**src/rtl/uart_pkg.sv**
```systemverilog
// Shared types, legal parameter ranges and the parity helper for the UART blocks.
package uart_pkg;

   typedef enum logic [2:0] {
      IDLE   = 3'd0,
      START  = 3'd1,
      DATA   = 3'd2,
      PARITY = 3'd3,
      STOP   = 3'd4
   } tx_state_t;

   localparam int DATA_BITS_MIN    = 5;
   localparam int DATA_BITS_MAX    = 9;
   localparam int STOP_BITS_MIN    = 1;
   localparam int STOP_BITS_MAX    = 2;
   localparam int CLKS_PER_BIT_MIN = 2;
   localparam int CLKS_PER_BIT_MAX = 16383;

   // Parity over a zero-extended payload; extra zero bits leave the XOR unchanged.
   function automatic logic par(input logic [DATA_BITS_MAX-1:0] data, input logic odd);
      return (^data) ^ odd;
   endfunction

endpackage

```
**src/rtl/uart_baud_tick.sv**
```systemverilog
// Baud divisor: counts 0..CLKS_PER_BIT-1 and flags the last cycle of each bit time.
module uart_baud_tick #(
   parameter int CLKS_PER_BIT = 5
) (
   input  logic clk,
   input  logic reset,
   input  logic clear,
   output logic tick
);

   localparam int CNT_W = (CLKS_PER_BIT > 1) ? $clog2(CLKS_PER_BIT) : 1;
   localparam logic [CNT_W-1:0] LAST = CNT_W'(CLKS_PER_BIT - 1);

   logic [CNT_W-1:0] r_count;

   // Free-running divisor; clear restarts the bit time from zero.
   always_ff @(posedge clk or posedge reset) begin
      if (reset) begin
         r_count <= '0;
      end else if (clear || (r_count == LAST)) begin
         r_count <= '0;
      end else begin
         r_count <= r_count + CNT_W'(1);
      end
   end

   assign tick = (r_count == LAST);

endmodule

```
**src/rtl/uart_tx_frame.sv**
```systemverilog
// UART transmitter: one-deep holding register, frame FSM with shifter, registered line output.
module uart_tx_frame
   import uart_pkg::*;
#(
   parameter int CLKS_PER_BIT = 5,
   parameter int DATA_BITS    = 8,
   parameter int PARITY_EN    = 0,
   parameter int PARITY_ODD   = 0,
   parameter int STOP_BITS    = 1
) (
   input  logic                 clk,
   input  logic                 reset,
   input  logic [DATA_BITS-1:0] in_data,
   input  logic                 in_valid,
   output logic                 in_ready,
   output logic                 tx,
   output logic                 busy,
   output logic                 tx_done
);

   // Reject configurations the datapath was not sized for.
   if (DATA_BITS < DATA_BITS_MIN || DATA_BITS > DATA_BITS_MAX) begin : g_bad_data_bits
      $error("uart_tx_frame: DATA_BITS=%0d outside %0d..%0d", DATA_BITS, DATA_BITS_MIN, DATA_BITS_MAX);
   end
   if (STOP_BITS < STOP_BITS_MIN || STOP_BITS > STOP_BITS_MAX) begin : g_bad_stop_bits
      $error("uart_tx_frame: STOP_BITS=%0d outside %0d..%0d", STOP_BITS, STOP_BITS_MIN, STOP_BITS_MAX);
   end
   if (CLKS_PER_BIT < CLKS_PER_BIT_MIN || CLKS_PER_BIT > CLKS_PER_BIT_MAX) begin : g_bad_clks
      $error("uart_tx_frame: CLKS_PER_BIT=%0d outside %0d..%0d", CLKS_PER_BIT, CLKS_PER_BIT_MIN, CLKS_PER_BIT_MAX);
   end
   if (PARITY_EN != 0 && PARITY_EN != 1) begin : g_bad_parity_en
      $error("uart_tx_frame: PARITY_EN=%0d must be 0 or 1", PARITY_EN);
   end
   if (PARITY_ODD != 0 && PARITY_ODD != 1) begin : g_bad_parity_odd
      $error("uart_tx_frame: PARITY_ODD=%0d must be 0 or 1", PARITY_ODD);
   end

   localparam logic [3:0] LAST_DATA_IDX = 4'(DATA_BITS - 1);
   localparam logic [3:0] LAST_STOP_IDX = 4'(STOP_BITS - 1);
   localparam logic       ODD_SEL       = (PARITY_ODD != 0);

   tx_state_t              r_state;
   logic                   r_tx;
   logic [DATA_BITS-1:0]   r_shift;
   logic                   r_parity;
   logic [3:0]             r_bit_idx;
   logic                   r_hold_full;
   logic [DATA_BITS-1:0]   r_hold_data;

   logic                   w_tick;
   logic                   w_clear;
   logic                   w_last_data;
   logic                   w_last_stop;
   logic                   w_frame_end;
   logic                   w_accept;
   logic                   w_load;
   logic [DATA_BITS_MAX-1:0] w_hold_ext;

   assign w_last_data = (r_bit_idx == LAST_DATA_IDX);
   assign w_last_stop = (r_bit_idx == LAST_STOP_IDX);
   assign w_frame_end = (r_state == STOP) && w_tick && w_last_stop;
   assign w_accept    = in_valid && !r_hold_full;
   // The shifter takes the held byte either from idle or straight out of the last stop bit.
   assign w_load      = r_hold_full && ((r_state == IDLE) || w_frame_end);
   assign w_hold_ext  = DATA_BITS_MAX'(r_hold_data);

   // Restart the bit time whenever the FSM changes state; idle keeps it parked at zero.
   assign w_clear = (r_state == IDLE)
                 || (w_tick && ((r_state == START) || (r_state == PARITY)
                                || ((r_state == DATA) && w_last_data)
                                || ((r_state == STOP) && w_last_stop)));

   uart_baud_tick #(
      .CLKS_PER_BIT (CLKS_PER_BIT)
   ) u_baud (
      .clk   (clk),
      .reset (reset),
      .clear (w_clear),
      .tick  (w_tick)
   );

   // Holding register: fills on a handshake, empties when the shifter loads.
   always_ff @(posedge clk or posedge reset) begin
      if (reset) begin
         r_hold_full <= 1'b0;
         r_hold_data <= '0;
      end else if (w_accept) begin
         r_hold_full <= 1'b1;
         r_hold_data <= in_data;
      end else if (w_load) begin
         r_hold_full <= 1'b0;
      end
   end

   // Frame sequencer, shifter and registered line driver.
   always_ff @(posedge clk or posedge reset) begin
      if (reset) begin
         r_state   <= IDLE;
         r_tx      <= 1'b1;
         r_shift   <= '0;
         r_parity  <= 1'b0;
         r_bit_idx <= '0;
      end else begin
         case (r_state)
            IDLE: begin
               r_tx <= 1'b1;
               if (w_load) begin
                  r_state   <= START;
                  r_tx      <= 1'b0;
                  r_shift   <= r_hold_data;
                  r_parity  <= par(w_hold_ext, ODD_SEL);
                  r_bit_idx <= '0;
               end
            end
            START: begin
               if (w_tick) begin
                  r_state   <= DATA;
                  r_tx      <= r_shift[0];
                  r_bit_idx <= '0;
               end
            end
            DATA: begin
               if (w_tick) begin
                  if (w_last_data) begin
                     r_bit_idx <= '0;
                     if (PARITY_EN != 0) begin
                        r_state <= PARITY;
                        r_tx    <= r_parity;
                     end else begin
                        r_state <= STOP;
                        r_tx    <= 1'b1;
                     end
                  end else begin
                     r_shift   <= r_shift >> 1;
                     r_tx      <= r_shift[1];
                     r_bit_idx <= r_bit_idx + 4'd1;
                  end
               end
            end
            PARITY: begin
               if (w_tick) begin
                  r_state   <= STOP;
                  r_tx      <= 1'b1;
                  r_bit_idx <= '0;
               end
            end
            STOP: begin
               if (w_tick) begin
                  if (w_last_stop) begin
                     r_bit_idx <= '0;
                     if (w_load) begin
                        r_state  <= START;
                        r_tx     <= 1'b0;
                        r_shift  <= r_hold_data;
                        r_parity <= par(w_hold_ext, ODD_SEL);
                     end else begin
                        r_state <= IDLE;
                        r_tx    <= 1'b1;
                     end
                  end else begin
                     r_bit_idx <= r_bit_idx + 4'd1;
                  end
               end
            end
            default: begin
               r_state <= IDLE;
               r_tx    <= 1'b1;
            end
         endcase
      end
   end

   assign tx       = r_tx;
   assign busy     = (r_state != IDLE);
   assign tx_done  = w_frame_end;
   assign in_ready = !r_hold_full;

endmodule
```
**config.mk**
```make
export PLATFORM = sky130hd
export DESIGN_NAME = uart_tx_frame
export DESIGN_NICKNAME = d
export VERILOG_FILES = /design/src/rtl/uart_pkg.sv /design/src/rtl/uart_baud_tick.sv /design/src/rtl/uart_tx_frame.sv
export SDC_FILE = /design/constraint.sdc
export NUM_CORES = 1
export LEC_CHECK = 0
export CORE_ASPECT_RATIO = 0.9
export CORE_MARGIN = 1.5
export CORE_UTILIZATION = 45
export DETAILED_ROUTE_END_ITERATION = 16
export PLACE_DENSITY = 0.69
export SETUP_SLACK_MARGIN = 0.4
export SYNTH_ARGS = -nofsm -noshare
export SYNTH_HDL_FRONTEND = slang
export SYNTH_HIERARCHICAL = 1
export SYNTH_SLANG_ARGS = --single-unit
export TNS_END_PERCENT = 5
```
**constraint.sdc**
```tcl
create_clock -name clk -period 2.2 [get_ports clk]
set_clock_uncertainty 0.2 [all_clocks]
set_input_delay 0.22 -clock clk [delete_from_list [all_inputs] [get_ports clk]]
set_output_delay 0.22 -clock clk [all_outputs]
set_load 0.05 [all_outputs]
```
# Yosys cells after proc, flatten, opt, wreduce, memory -nomap -nowiden
# Cells that the tools add are included.
[word_totals]
ff_bits = 28
input_bits = 11
out_inout_bits = 4
[classes]
n_addsub = 2
n_reduce_logical = 25
muxes = 33
eq_ne = 15
[ops]
columns = ["operator", "count"]
rows = [
  ["$mux W8", 5],
  ["$mux W3", 8],
  ["$mux W4", 6],
  ["$pmux W8 S3", 1],
  ["$ne A2 B2 Y1 const B", 8],
  ["$pmux W4 S4", 1],
  ["$pmux W3 S5", 1],
  ["$reduce_and A5 Y1", 3],
  ["$mux W1", 10],
  ["$logic_and A1 B1 Y1", 7],
  ["$reduce_and A7 Y1", 1],
  ["$eq A3 B2 Y1 const B", 2],
  ["$eq A3 B3 Y1 const B", 2],
  ["$logic_or A1 B1 Y1", 6],
  ["$reduce_bool A3 Y1", 2],
  ["$pmux W1 S5", 1],
  ["$add A4 B1 Y4 const B", 1],
  ["$eq A4 B3 Y1 const B", 1],
  ["$logic_not A4 Y1", 1],
  ["$reduce_bool A4 Y1", 1],
  ["$add A3 B1 Y3 const B", 1],
  ["$eq A3 B1 Y1 const B", 1],
  ["$logic_not A3 Y1", 1],
  ["$ne A2 B1 Y1 const B", 1],
  ["3 further kinds", 3],
]

# Longest topological paths before layout
[depth]
ltp_word = 9
mapped_depth = 8
mapped_depth_nobuf = 7

# By module
# Netlist, hierarchy kept.
[by_module_without_submodules]
columns = ["module", "area_per_inst_um2", "instances", "seq_area_each_um2", "cells_each"]
rows = [
  ["uart_tx_frame", 1360.1, 1, 626.9, 124],
  ["uart_baud_tick", 153.9, 1, 75.1, 14],
]

# Worst setup path before layout
# No wires, ideal clock.
[synth_path]
kind = "reg2out"
start = "register r_bit_idx[0]"
end = "output tx_done"
path_slack_ns = -0.309
arrival_ns = 2.089
path_stages_with_launch = 5
cell_sequence = "dfrtp_1 inv_1 ha_1 or3b_4 nor3_1"
[synth_between]
elab_chain_cells = 2
[synth_lines]
columns = ["element", "line_no", "text"]
rows = [
  ["from (decl)", "uart_tx_frame.sv:46", "logic [3:0] r_bit_idx;"],
  ["from (signal assigned)", "uart_tx_frame.sv:136", "r_bit_idx <= r_bit_idx + 4'd1;"],
  ["from (signal assigned)", "uart_tx_frame.sv:161", "r_bit_idx <= r_bit_idx + 4'd1;"],
  ["$logic_not A4 Y1", "uart_tx_frame.sv:60", "assign w_last_stop = (r_bit_idx == LAST_STOP_IDX);"],
  ["$logic_and A1 B1 Y1", "uart_tx_frame.sv:61", "assign w_frame_end = (r_state == STOP) && w_tick && w_last_stop;"],
  ["to (decl)", "uart_tx_frame.sv:18", "output logic tx_done"],
]
# No other way between the ends.

# Worst setup path in the final report
# Same ends and word-level chain as after synthesis.

==> summary.md <==
| Metric | Value |
|---|---|
| CP Class | reg -> out |
| Clock latency at the later pin of the worst-skew pair | roughly 280 ps |
| Crit path DAT | about 1600 ps |
| Worst-path maximum fanout | 3 |
| Syn_nets | ~150 |
| Cell taking the most area after synthesis | dfrtp_1 |
| CP Buf/Inv Count | 2 |
| Final core utilization | between 50% and 60% |
| Critical path, cell by cell | inv_2 > ha_4 > or3b_4 > nor3_4 > buf_12 |
| Sequential area share after synthesis | 46.4% |
| Worst path slowest cell | or3b_4 |
| Final setup vio count | 0 |
| Placer congestion estimate | 0.837 |
| Outcome | complete, no violations |
| LEAKAGE | between 0.0007 and 0.0008 µW |
| Post-Syn Area | ~0.0015 mm² |
| WL/cell | ~15 µm |
| Async S/R FF share, synth | 100% |
| Unrepaired setup endpoints after global routing | yes |
| IO Count | 15 |
| TritonCTS clock tree | yes |
| Ant diodes | 0 |
| Total Routed Length | slightly above 3000 µm |
| H-tree levels | 1 |
| Via count | roughly 1200 |
| DRC violations left | 0 |
| Top_reg_cell synth | dfrtp_1 |
| Syn Inst Count | around 140 |
| Critical Path RT | around 1800 ps |
| Die Height | roughly 58 µm |
| Fillers | around 280 |
| Max-cap viol count | 0 |
| Comb power frac | 48.8% |
| Full die area | around 0.0037 mm² |
| Area grow syn2layout | 23.8% |
| Vias in the first global route | approximately 1200 |
| Uppermost layer routed | met4 |
| Largest net degree at the start of global routing | 26 |
| Fmax | about 480 MHz |
| Starting Density | a little under 50% |
| Final period util | between 90 and 100% |
| Nets | about 180 |
| Crit path largest cell delay | a little over 400 ps |
| Final HPWL DP | 2290 µm |
| Worst Slack Setup Final | ~140 ps |
| Clock Root Buffer | clkbuf_8 |
| Sequential cell fraction of total power | a little under two fifths |
| Met2 wire length | ~1400 µm |
| PD cells | 1300 mW/mm² |
| Grt ovf | 0 |
| Port-buffer cells | 14 |
| Antenna violations before repair | 0 |
| Pins Over Slew Limit | 0 |
| Detail Route met3 WL | ~110 µm |
| Slew HR | 66.4% |
| EDFF count, synth | 0 |
| Row cnt | 19 |
| Share of cells above drive strength 1 | 28.0% |
| R2R Setup Slk | approximately 150 ps |
| Top delay family on crit path | simple AND/OR/NAND/NOR gates |
| Synth top area cells | dfrtp_1, o22a_1, mux2_2 |
| Final number of hold-violating endpoints | 0 |
| Placed insts | approximately 190 |
| Via/cell ratio | about 5.7 |
| Worst-Margin Slew | 502 ps |
| Global-route wire length before repair | about 5300 µm |
| Synth warn | 6 |
| Sw Share | 38.4% |
| Dpl ws | -72.0 ps |
| Placeable Area | between 0.003 and 0.004 mm² |
| First-pass iteration count of the detailed router | 4 |
| Area share of the largest cell type after synthesis | ~45% |
| Crit end category | output port |
| Post-route insts no fill | between 200 and 250 |
| Clock power share | 13.0% |
| Met1 Wirelength | 1520 µm |
| Type of the most critical hold path | reg -> reg |
| Worst-path clk slew | 90 ps |
| Critical Path Start Type | register |
| Internal | about 1500 µW |
| DRT antenna net count | 0 |
| Syn_area_per_cell | roughly 11 µm² |
| Minimum clock period | 2060 ps |
| GR Util All Layers | 18.6% |
| Peak supply drop | slightly above 0.0008 V |
| Die W | between 60 and 70 µm |
| Clk buf depth | 2 |
| Yosys reg bits | 28 |
| Switching pwr | 935 µW |
| Synth unique cells | 47 |
| CTS Buf Count | 3 |
| CTS sink cnt | 28 |
| DRT iter0 DRCs | just over 50 |
## stage by stage
stage          hold slack, ps  power, µW  area, µm²  setup TNS [ps]
2_1_floorplan            -226       1800       1550               0
3_3_place_gp              224       2010       1750               0
3_5_place_dp              245       2070       1750            -426
4_1_cts                   287       2440       1860               0
5_1_grt                   307       2630       1870               0
6_report                  278       2440       1870               0
## metal layers
| layer | up-vias | track usage (%) |
|---|---|---|
| li1 | 558 | - |
| met1 | 577 | 25.3 |
| met2 | 18 | 28.4 |
| met3 | 4 | 5.63 |
| met4 | 0 | 6.99 |
| met5 | - | 0 |
## cells in the final DEF (no fill, tap or decap), types with 2 or more instances in the layout
cell type / netlist / routed
a21o_1: 2 / 2
dfrtp_1: 27 / 26
nand2_1: 6 / 6
clkdlybuf4s50_1: 0 / 12
a31oi_1: 2 / 2
nor2_2: 1 / 2
inv_2: 0 / 2
a21oi_1: 4 / 4
buf_6: 0 / 2
o21ai_2: 0 / 2
o22ai_1: 2 / 2
o21ai_0: 5 / 3
buf_4: 1 / 9
inv_1: 12 / 9
o21a_1: 3 / 3
clkbuf_8: 0 / 4
mux2_2: 9 / 8
nor2_1: 4 / 3
nor3b_1: 2 / 2
o22a_1: 13 / 13
ha_1: 4 / 3
a2111oi_0: 2 / 2
nand3_1: 5 / 5
nand3b_1: 2 / 2
## power by group through the flow
stage               registers, µW  clock network (µW)  logic, µW
floorplan                     888                   0        915
global placement              928                   0       1090
detailed placement            938                   0       1130
CTS                           928                 334       1180
global route                  963                 352       1310
finish                        931                 317       1190
## final timing paths
kind	startpoint	to	depth (start not counted)
worst max-delay path	r_bit_idx[0]	tx_done	5
worst min-delay path	u_baud/r_count[0]	u_baud/r_count[0]	1
worst max register to register	u_baud/r_count[0]	tx	7
worst min register to register	u_baud/r_count[0]	u_baud/r_count[0]	1
max in group asynchronous	reset	tx	4
min in group asynchronous	reset	u_baud/r_count[0]	3
## cells in the mapped netlist (all sizes together) (2+ instances only)
cell / number
dfrtp: 27
nand3b: 2
inv: 12
and2: 2
a2111oi: 3
or2: 2
mux2: 9
buf: 4
o21a: 3
nor2: 5
clkbuf: 2
or3b: 2
nand2: 6
o22ai: 2
ha: 4
a21oi: 4
a31oi: 2
o21ai: 6
nor3b: 3
nand3: 5
nor3: 2
o22a: 13
a21o: 2
## registers in the layout, summed over array words and instances, names as in the netlist
register and count:
r_hold_data 8, r_shift 8, r_bit_idx 4, r_state 3, u_baud/r_count 3, r_hold_full 1
tx 1
## area by class of cell
| class | count | area, µm² | area share, % |
|---|---|---|---|
| inverters | 12 | 47.5 | 2.54 |
| multi-input cells | 92 | 776 | 41.4 |
| repair buffers | 25 | 240 | 12.8 |
| clock buffers | 4 | 55.1 | 2.94 |
| flip-flops and latches | 28 | 703 | 37.5 |
| well taps | 42 | 52.6 | 2.80 |
## logic make-up (layout without fill, tap and decap cells)
group / count (synthesis) / after routing / share of synthesized area (%)
AO/OA/AOI/OAI: 43 / 43 / 23.1
buffers and inverters: 18 / 41 / 4.96
flip-flops: 28 / 28 / 46.4
AND/OR/NAND/NOR: 36 / 36 / 15.5
multiplexers: 9 / 9 / 6.69
adder cells (fa/ha/maj): 4 / 4 / 3.31
## what timing repair did
action / CTS / global route
setup endpoints to repair: 22 / 24
hold buffers: 1 / 0
pin swaps: 2 / 1
setup buffers: 5 / 0
hold endpoints to repair: 3 / 0
gates resized for setup: 2 / 5
No activity file was read; power rests on OpenSTA's default activity.
